--- config.mk ---
export PLATFORM = sky130hd
export DESIGN_NAME = ps2_scancode_receiver_flat
export DESIGN_NICKNAME = d
export VERILOG_FILES = /design/src/rtl/ps2_scancode_receiver_if.sv /design/src/rtl/ps2_scancode_receiver.sv /design/src/flat_wrapper.sv
export SDC_FILE = /design/constraint.sdc
export NUM_CORES = 1
export LEC_CHECK = 0
export BUFFER_PORTS_ARGS = -buffer_cell sky130_fd_sc_hd__buf_2
export CORE_MARGIN = 3
export CORE_UTILIZATION = 50
export DETAILED_ROUTE_END_ITERATION = 10
export MAX_ROUTING_LAYER = met4
export PLACE_DENSITY = 0.76
export SLEW_MARGIN = 20
export SYNTH_ARGS = -nofsm -noshare
export SYNTH_HDL_FRONTEND = slang
export SYNTH_SLANG_ARGS = --single-unit
--- constraint.sdc ---
create_clock -name CLOCK_50 -period 2.9 [get_ports CLOCK_50]
set_input_delay 0.435 -clock CLOCK_50 [delete_from_list [all_inputs] [get_ports CLOCK_50]]
set_output_delay 0.435 -clock CLOCK_50 [all_outputs]
set_load 0.01 [all_outputs]
--- src/rtl/ps2_scancode_receiver_if.sv ---
`timescale 1ns/1ps
`default_nettype none
// +--------------------------------------------------------------------------+
// | ps2_scancode_receiver_if                                                 |
// | Key-event bus from the PS/2 receiver to the keycode mapper.              |
// | Rev 1.0                                                                  |
// +--------------------------------------------------------------------------+
interface ps2_scancode_receiver_if;
  logic       valid;
  logic       makeBreak;
  logic [7:0] outCode;
  logic       extended;
  logic       frame_err;

  modport master (output valid, makeBreak, outCode, extended, frame_err);
  modport slave  (input  valid, makeBreak, outCode, extended, frame_err);
endinterface
`default_nettype wire

--- src/rtl/ps2_scancode_receiver.sv ---
`timescale 1ns/1ps
`default_nettype none
// +--------------------------------------------------------------------------+
// | ps2_scancode_receiver                                                    |
// | PS/2 line conditioning, frame deserialiser and E0/F0 prefix stripper.    |
// | Rev 1.0                                                                  |
// +--------------------------------------------------------------------------+
module ps2_scancode_receiver #(
  parameter int CLK_FILTER     = 4,
  parameter int TIMEOUT_CYCLES = 100000,
  parameter int TIMEOUT_W      = 17
) (
  input  wire                     CLOCK_50,
  input  wire                     reset,
  input  wire                     PS2_CLK,
  input  wire                     PS2_DAT,
  ps2_scancode_receiver_if.master evt
);

  localparam int                   c_FLT_W    = (CLK_FILTER > 1) ? $clog2(CLK_FILTER) : 1;
  localparam logic [c_FLT_W-1:0]   c_FLT_LAST = c_FLT_W'(CLK_FILTER - 1);
  localparam logic [c_FLT_W-1:0]   c_FLT_ONE  = c_FLT_W'(1);
  localparam logic [TIMEOUT_W-1:0] c_TO_LAST  = TIMEOUT_W'(TIMEOUT_CYCLES - 1);
  localparam logic [TIMEOUT_W-1:0] c_TO_ONE   = TIMEOUT_W'(1);

  typedef enum logic [1:0] {
    S_IDLE   = 2'd0,
    S_DATA   = 2'd1,
    S_PARITY = 2'd2,
    S_STOP   = 2'd3
  } state_t;

  logic                 r_clk_meta, r_clk_sync, r_dat_meta, r_dat_sync;
  logic                 r_clk_flt;
  logic [c_FLT_W-1:0]   r_flt_cnt;
  state_t               r_state;
  logic [2:0]           r_bitcnt;
  logic [7:0]           r_shift;
  logic                 r_parity;
  logic [TIMEOUT_W-1:0] r_to_cnt;
  logic                 r_byte_rdy;
  logic                 r_ext_pend, r_brk_pend;
  logic                 r_valid, r_make, r_ext, r_err;
  logic [7:0]           r_code;

  logic w_fall;
  logic w_parity_ok;

  // The filtered clock flips on the same cycle that this term is high.
  assign w_fall      = r_clk_flt & ~r_clk_sync & (r_flt_cnt == c_FLT_LAST);
  assign w_parity_ok = ^{r_shift, r_parity};

  always_ff @(posedge CLOCK_50 or posedge reset) begin
    if (reset) begin
      r_clk_meta <= 1'b1;
      r_clk_sync <= 1'b1;
      r_dat_meta <= 1'b1;
      r_dat_sync <= 1'b1;
      r_clk_flt  <= 1'b1;
      r_flt_cnt  <= '0;
    end else begin
      r_clk_meta <= PS2_CLK;
      r_clk_sync <= r_clk_meta;
      r_dat_meta <= PS2_DAT;
      r_dat_sync <= r_dat_meta;
      if (r_clk_sync == r_clk_flt) begin
        r_flt_cnt <= '0;
      end else if (r_flt_cnt == c_FLT_LAST) begin
        r_clk_flt <= r_clk_sync;
        r_flt_cnt <= '0;
      end else begin
        r_flt_cnt <= r_flt_cnt + c_FLT_ONE;
      end
    end
  end

  always_ff @(posedge CLOCK_50 or posedge reset) begin
    if (reset) begin
      r_state    <= S_IDLE;
      r_bitcnt   <= '0;
      r_shift    <= '0;
      r_parity   <= 1'b0;
      r_to_cnt   <= '0;
      r_byte_rdy <= 1'b0;
      r_ext_pend <= 1'b0;
      r_brk_pend <= 1'b0;
      r_valid    <= 1'b0;
      r_make     <= 1'b0;
      r_ext      <= 1'b0;
      r_code     <= '0;
      r_err      <= 1'b0;
    end else begin
      r_byte_rdy <= 1'b0;
      r_valid    <= 1'b0;
      r_err      <= 1'b0;

      // A fall on the terminal count takes priority, so no timeout fires then.
      if (w_fall) begin
        r_to_cnt <= '0;
        case (r_state)
          S_IDLE: begin
            if (!r_dat_sync) begin
              r_state  <= S_DATA;
              r_bitcnt <= '0;
            end
          end
          S_DATA: begin
            r_shift <= {r_dat_sync, r_shift[7:1]};
            if (r_bitcnt == 3'd7) r_state <= S_PARITY;
            else                  r_bitcnt <= r_bitcnt + 3'd1;
          end
          S_PARITY: begin
            r_parity <= r_dat_sync;
            r_state  <= S_STOP;
          end
          S_STOP: begin
            r_state <= S_IDLE;
            if (r_dat_sync && w_parity_ok) begin
              r_byte_rdy <= 1'b1;
            end else begin
              r_err      <= 1'b1;
              r_ext_pend <= 1'b0;
              r_brk_pend <= 1'b0;
            end
          end
          default: r_state <= S_IDLE;
        endcase
      end else if (r_state == S_IDLE) begin
        r_to_cnt <= '0;
      end else if (r_to_cnt == c_TO_LAST) begin
        r_state    <= S_IDLE;
        r_to_cnt   <= '0;
        r_err      <= 1'b1;
        r_ext_pend <= 1'b0;
        r_brk_pend <= 1'b0;
      end else begin
        r_to_cnt <= r_to_cnt + c_TO_ONE;
      end

      // The shift register is untouched until the next frame's data bits.
      if (r_byte_rdy) begin
        case (r_shift)
          8'hE0: r_ext_pend <= 1'b1;
          8'hF0: r_brk_pend <= 1'b1;
          8'hAA, 8'hFA, 8'hFE, 8'h00, 8'hFF: begin
            r_ext_pend <= 1'b0;
            r_brk_pend <= 1'b0;
          end
          default: begin
            r_valid    <= 1'b1;
            r_code     <= r_shift;
            r_make     <= ~r_brk_pend;
            r_ext      <= r_ext_pend;
            r_ext_pend <= 1'b0;
            r_brk_pend <= 1'b0;
          end
        endcase
      end
    end
  end

  assign evt.valid     = r_valid;
  assign evt.makeBreak = r_make;
  assign evt.outCode   = r_code;
  assign evt.extended  = r_ext;
  assign evt.frame_err = r_err;

endmodule
`default_nettype wire

--- src/flat_wrapper.sv ---
// flat-port wrapper written by rule: the top's interface ports become plain ports
module ps2_scancode_receiver_flat 
#(
  parameter int CLK_FILTER     = 4,
  parameter int TIMEOUT_CYCLES = 100000,
  parameter int TIMEOUT_W      = 17
)
  (CLOCK_50, reset, PS2_CLK, PS2_DAT, evt_valid, evt_makeBreak, evt_outCode, evt_extended, evt_frame_err);
  ps2_scancode_receiver_if evt_i ();
  input  wire CLOCK_50;
  input  wire reset;
  input  wire PS2_CLK;
  input  wire PS2_DAT;
  output wire logic [$bits(evt_i.valid)-1:0] evt_valid;
  output wire logic [$bits(evt_i.makeBreak)-1:0] evt_makeBreak;
  output wire logic [$bits(evt_i.outCode)-1:0] evt_outCode;
  output wire logic [$bits(evt_i.extended)-1:0] evt_extended;
  output wire logic [$bits(evt_i.frame_err)-1:0] evt_frame_err;
  assign evt_valid = evt_i.valid;
  assign evt_makeBreak = evt_i.makeBreak;
  assign evt_outCode = evt_i.outCode;
  assign evt_extended = evt_i.extended;
  assign evt_frame_err = evt_i.frame_err;
  ps2_scancode_receiver #(.CLK_FILTER(CLK_FILTER), .TIMEOUT_CYCLES(TIMEOUT_CYCLES), .TIMEOUT_W(TIMEOUT_W)) u_core (.CLOCK_50(CLOCK_50), .reset(reset), .PS2_CLK(PS2_CLK), .PS2_DAT(PS2_DAT), .evt(evt_i));
endmodule
# After elaboration in Yosys (flattened, before gate mapping)

Cells that the tools add are included.

Order comparisons: 0
Divide/modulo/power cells: 0
Shifts and indexed selects: 0
Eq/ne operators: 17
Muxes and demuxes: 38
Reductions and logical operators: 13
$mul: 0
Bitwise logic cells: 6
Add/sub/neg operators: 3

Operators with widths:

| kind                                                             | count |
|---|---|
| 17-bit 2-to-1 mux                                                | 3 |
| 8-bit == test (second input constant)                            | 6 |
| 1-bit 2-to-1 mux                                                 | 22 |
| 17-bit by 1-bit adder with 17-bit output (second input constant) | 1 |
| 17-bit == test (second input constant)                           | 1 |
| 2-bit 2-to-1 mux                                                 | 7 |
| 9-bit XOR reduction                                              | 1 |
| 8-bit zero test                                                  | 1 |
| 2-bit case mux with 4 select lines                               | 1 |
| 2-bit AND reduction                                              | 4 |
| 4-bit AND reduction                                              | 2 |
| 7-bit OR reduction                                               | 1 |
| 2-bit == test (second input constant)                            | 3 |
| 3-bit 2-to-1 mux                                                 | 2 |
| 3-bit case mux with 2 select lines                               | 1 |
| 2-bit inequality test (second input constant)                    | 2 |
| 1-bit NOT                                                        | 4 |
| 1-bit case mux with 2 select lines                               | 2 |
| 2-bit nonzero test                                               | 2 |
| 3-bit by 1-bit adder with 3-bit output (second input constant)   | 1 |
| 3-bit == test (second input constant)                            | 1 |
| 3-bit inequality test (second input constant)                    | 1 |
| 2-bit by 1-bit adder with 2-bit output (second input constant)   | 1 |
| 1-bit bitwise AND                                                | 2 |
| other kinds (5)                                                  | 5 |

Bits in writable memories: 0
ROM bits: 0
Logic and storage cells: 96
Register bits after elaboration: 53
Output and inout bits: 12
Memories: 0
Bits in latches: 0
Input port bits: 4

# Logic depth before layout (Yosys ltp)

Word-level depth: 7
Gate-level depth with buffers: 8
Mapped depth without buffers: 6

# Least setup slack after synthesis

OpenSTA, ideal clock, no wires.

Kind: reg2reg
Start: register u_core.r_clk_sync
End: register u_core.r_shift[0]
Period minus slack after synthesis: 1.874 ns
Required time: 2.775 ns
Setup time: 0.125 ns
Arrival time: 1.749 ns
Cell stages (with the launch flop): 8
Buffers on the path: 2
Slack: 1.026 ns
Cells stage by stage: dfstp_2 > inv_1 > ha_1 > and2_1 > clkbuf_1 > nand2_1 > clkbuf_1 > mux2_2

Cells in the longest elaborated chain, start to end: 4

RTL lines:

| element                         | RTL line                     | RTL |
|---|---|---|
| start: declaration              | ps2_scancode_receiver.sv:33  | `logic r_clk_meta, r_clk_sync, r_dat_meta, r_dat_sync;` |
| start signal: assignment        | ps2_scancode_receiver.sv:63  | `r_clk_sync <= r_clk_meta;` |
| 1-bit NOT                       | ps2_scancode_receiver.sv:50  | `assign w_fall = r_clk_flt & ~r_clk_sync & (r_flt_cnt == c_FLT_LAST);` |
| 1-bit bitwise AND (2 in series) | ps2_scancode_receiver.sv:50  |  |
| 2-bit AND reduction (no line)   | --                           |  |
| end signal: assignment          | ps2_scancode_receiver.sv:108 | `r_shift <= {r_dat_sync, r_shift[7:1]};` |
| end: declaration                | ps2_scancode_receiver.sv:38  | `logic [7:0] r_shift;` |

No other way between the ends.
A chain may end at the register's enable or synchronous reset.

# Worst setup path after layout

Start: register u_core.r_shift[0]
End: register u_core.r_ext, in the netlist u_core.evt.extended

Cells in the longest elaborated chain, start to end: 4
Elaborated cells between the ends (all ways): 10
Those cells by class: eq/ne (6); bitwise (1); reduce/logical (3)

RTL lines:

| element                                          | RTL line                     | RTL |
|---|---|---|
| 8-bit == test or 8-bit zero test (tied branches) | ps2_scancode_receiver.sv:142 | `case (r_shift)` |
| 7-bit OR reduction (no line) (*)                 | --                           |  |
| 1-bit NOT (no line) (*)                          | --                           |  |
| 2-bit AND reduction (no line) (*)                | --                           |  |
| end signal: assignment                           | ps2_scancode_receiver.sv:153 | `r_ext <= r_ext_pend;` |
| end: declaration                                 | ps2_scancode_receiver.sv:43  | `logic r_valid, r_make, r_ext, r_err;` |

Every way passes the cells marked *; elsewhere a longest branch is shown, timed or not.

==> out/results.txt <==
Max-slew headroom: 60.81%
hold buffer count at CTS: 0
Row Count: 25
placed insts: 297
crit path DAT: 2.20 ns
H-tree depth: 2
status: finished, final reports clean
Placeable Area: 0.004786 mm^2
Final Hold Vio Count: 0
CTS Buf Count: 5
Final Cycle Share: 68.91%
n_diodes: 0
synth top area cells: dfrtp_1, dfstp_2, ha_1
Unique masters post-synth: 48
fmax: 0.5004 GHz
Power Density: 548.0 mW/mm^2
global-route wire length before repair: 6941 um
sequential-to-total area share from yosys stat: 53.41%
slack of the critical path: 0.9016 ns
DPL Wire Length: 2752 um
final net count: 250
Worst EP required: 3.10 ns
Mapped Area: 0.002495 mm^2
clk buf depth: 2
Worst Path Class, Setup: reg2reg
CP Capture Type: register
Lkg Pwr: 1.306 nW
die area: 0.005874 mm^2
synthesized area per cell: 11.39 um^2
die height: 76.64 um
RSZ-0062 raised after global routing: no
Startpoint Class: register
Ys Warns: 0
Port Buffers: 15
Post-synth EDFFs: 0
Clock Skew: 0.004213 ns
Post-CTS Resized: 0
drt pass-1 iters: 4
number of post-CTS setup repair buffers: 0
initial antenna violation count: 0
die width: 76.64 um
Syn Nets: 232
largest net degree at the start of global routing: 30
routability cong.: 0.8066
Least-Margin Pin Slew: 0.5824 ns
area delta synth->final: 10.83%
Top Ports: 16
VDD IR-drop max: 334.7 uV
CTS Sinks: 53
Slew Viols, Final: 0
crit path time final: 1.998 ns
layout cell share with drive strength beyond 1: 21.85%
clk root buf: clkbuf_8
drt initial violations: 38
max_cap viols: 0
total wire length: 3734 um
Vias/cell: 5.167
Final Util: 57.78%
HP Class: in2async
DR DRC count: 0
worst skew pair latency: 0.31 ns
Post-synth ARST share: 100.0%
vias: 1576
post-placement setup slack: 0.9323 ns
setup TNS: 0 ns
grt ovf: 0
Post-Layout Cell Count: 305
CP max FO: 10
cells after synthesis: 219
total track usage: 15.32%
final setup fails: 0
Initial Utilization: 52.13%
clock transition at the registers of the reported paths: 0.09 ns
top-area cell type share of the netlist area: 48.14%
drt wl/cell: 12.24 um
flops & latches, synth: 53
Final ANT Viol Nets: 0
vias in the first global route: 1596
Synth area leader: dfrtp_1
top_reg_cell synth: dfrtp_1
CTS tree: built
-- synth_stat cells, types with 2 or more instances --
| cell | number |
|---|---|
| a21oi_1 | 2 |
| a22o_1 | 4 |
| a22o_2 | 7 |
| and3_1 | 4 |
| clkbuf_1 | 3 |
| dfrtp_1 | 48 |
| dfstp_2 | 5 |
| ha_1 | 9 |
| inv_1 | 12 |
| mux2_2 | 8 |
| mux2i_1 | 2 |
| nand2_1 | 22 |
| nand3_1 | 8 |
| nand4_1 | 5 |
| nor2_1 | 18 |
| nor3_1 | 6 |
| nor4bb_1 | 2 |
| o21ai_0 | 6 |
| o22ai_1 | 2 |
| o31ai_1 | 2 |
| xnor2_1 | 7 |
| xor2_1 | 11 |
-- worst max-delay path: stages, from the launching register on --
cell and delay (ns):
dfrtp_1 0.47, or4_1 0.54, o31ai_1 0.30, o21bai_4 0.26, mux2_4 0.33
-- routing by layer --
metal / track usage (%) / share of wire [%] / vias to the layer above
li1: - / - / 800
met1: 18.01 / 47 / 743
met2: 24.69 / 47 / 25
met3: 4.492 / 3.9 / 8
met4: 6.341 / 2.2 / 0
met5: - / 0 / -
-- cell usage in the layout, fill, tap and decap left out, types with 4 or more instances in the layout --
cell | Yosys | layout
and3_1 | 4 | 4
mux2_2 | 8 | 8
dfrtp_1 | 48 | 48
a22o_1 | 4 | 4
nor3_1 | 6 | 6
ha_1 | 9 | 9
buf_2 | 0 | 15
inv_1 | 12 | 11
nand3_1 | 8 | 8
nand4_1 | 5 | 5
nor2_1 | 18 | 18
xor2_1 | 11 | 11
o21ai_0 | 6 | 6
dfstp_2 | 5 | 5
a22o_2 | 7 | 7
clkbuf_8 | 0 | 5
xnor2_1 | 7 | 7
nand2_1 | 22 | 22
-- kinds of logic (layout without fill, tap and decap cells) --
kind of cell               Yosys count  count (layout)  synth area share (%)
muxes                               11              11                 5.015
buffers and inverters               17              36                 3.009
DFF                                 53              53                 53.41
AOI/OAI and AO/OA                   33              33                 10.83
adders and majority gates            9               9                 4.514
and+or+nand+nor                     76              76                 15.05
xor gates and xnor gates            20              20                 8.174
-- power by group --
| group | total, W | internal [W] | switching [W] |
|---|---|---|---|
| registers | 0.000802 | 0.000778 | 0.0000235 |
| logic | 0.000142 | 0.0000511 | 0.0000908 |
| clock network | 0.000572 | 0.000342 | 0.000229 |
| total | 0.00152 | 0.00117 | 0.000344 |
-- layout make-up --
class | instances | area, um^2
tap | 67 | 83.83
clock inverter | 3 | 65.06
fill | 418 | 2021
inverter | 12 | 45.04
clock buffer | 5 | 68.82
timing repair buffer | 16 | 82.58
sequential | 53 | 1333
multi-input combinational | 149 | 1087
-- metrics by stage --
stage               instance area, um^2  power (W)  hold slack [ns]
floorplan                          2495  0.0009254           0.3452
global placement                   2631  0.0009543           0.3463
detailed placement                 2631  0.0009603           0.3472
CTS                                2765   0.001538           0.1806
global route                       2765   0.001598           0.1921
finish                             2765   0.001515           0.1730
-- registers in the layout (all words and copies together) (netlist names) --
register	cells
u_core.evt.extended	1
u_core.evt.frame_err	1
u_core.evt.makeBreak	1
u_core.evt.outCode	8
u_core.evt.valid	1
u_core.r_bitcnt	3
u_core.r_brk_pend	1
u_core.r_byte_rdy	1
u_core.r_clk_flt	1
u_core.r_clk_meta	1
u_core.r_clk_sync	1
u_core.r_dat_meta	1
u_core.r_dat_sync	1
u_core.r_ext_pend	1
u_core.r_flt_cnt	2
u_core.r_parity	1
u_core.r_shift	8
u_core.r_state	2
u_core.r_to_cnt	17
-- final timing paths --
path	depth (start not counted)	to	slack [ns]	startpoint
hold reg to reg	0	u_core.r_dat_sync	0.36	u_core.r_dat_meta
max in group asynchronous	3	u_core.r_clk_flt	1.94	reset
setup reg to reg	4	u_core.evt.extended	0.90	u_core.r_shift[0]
setup / recovery	4	u_core.evt.extended	0.90	u_core.r_shift[0]
min in group CLOCK_50	1	u_core.r_clk_meta	0.22	PS2_CLK
hold / removal	2	u_core.r_to_cnt[16]	0.17	reset
Power figures use the tool's default switching activity.
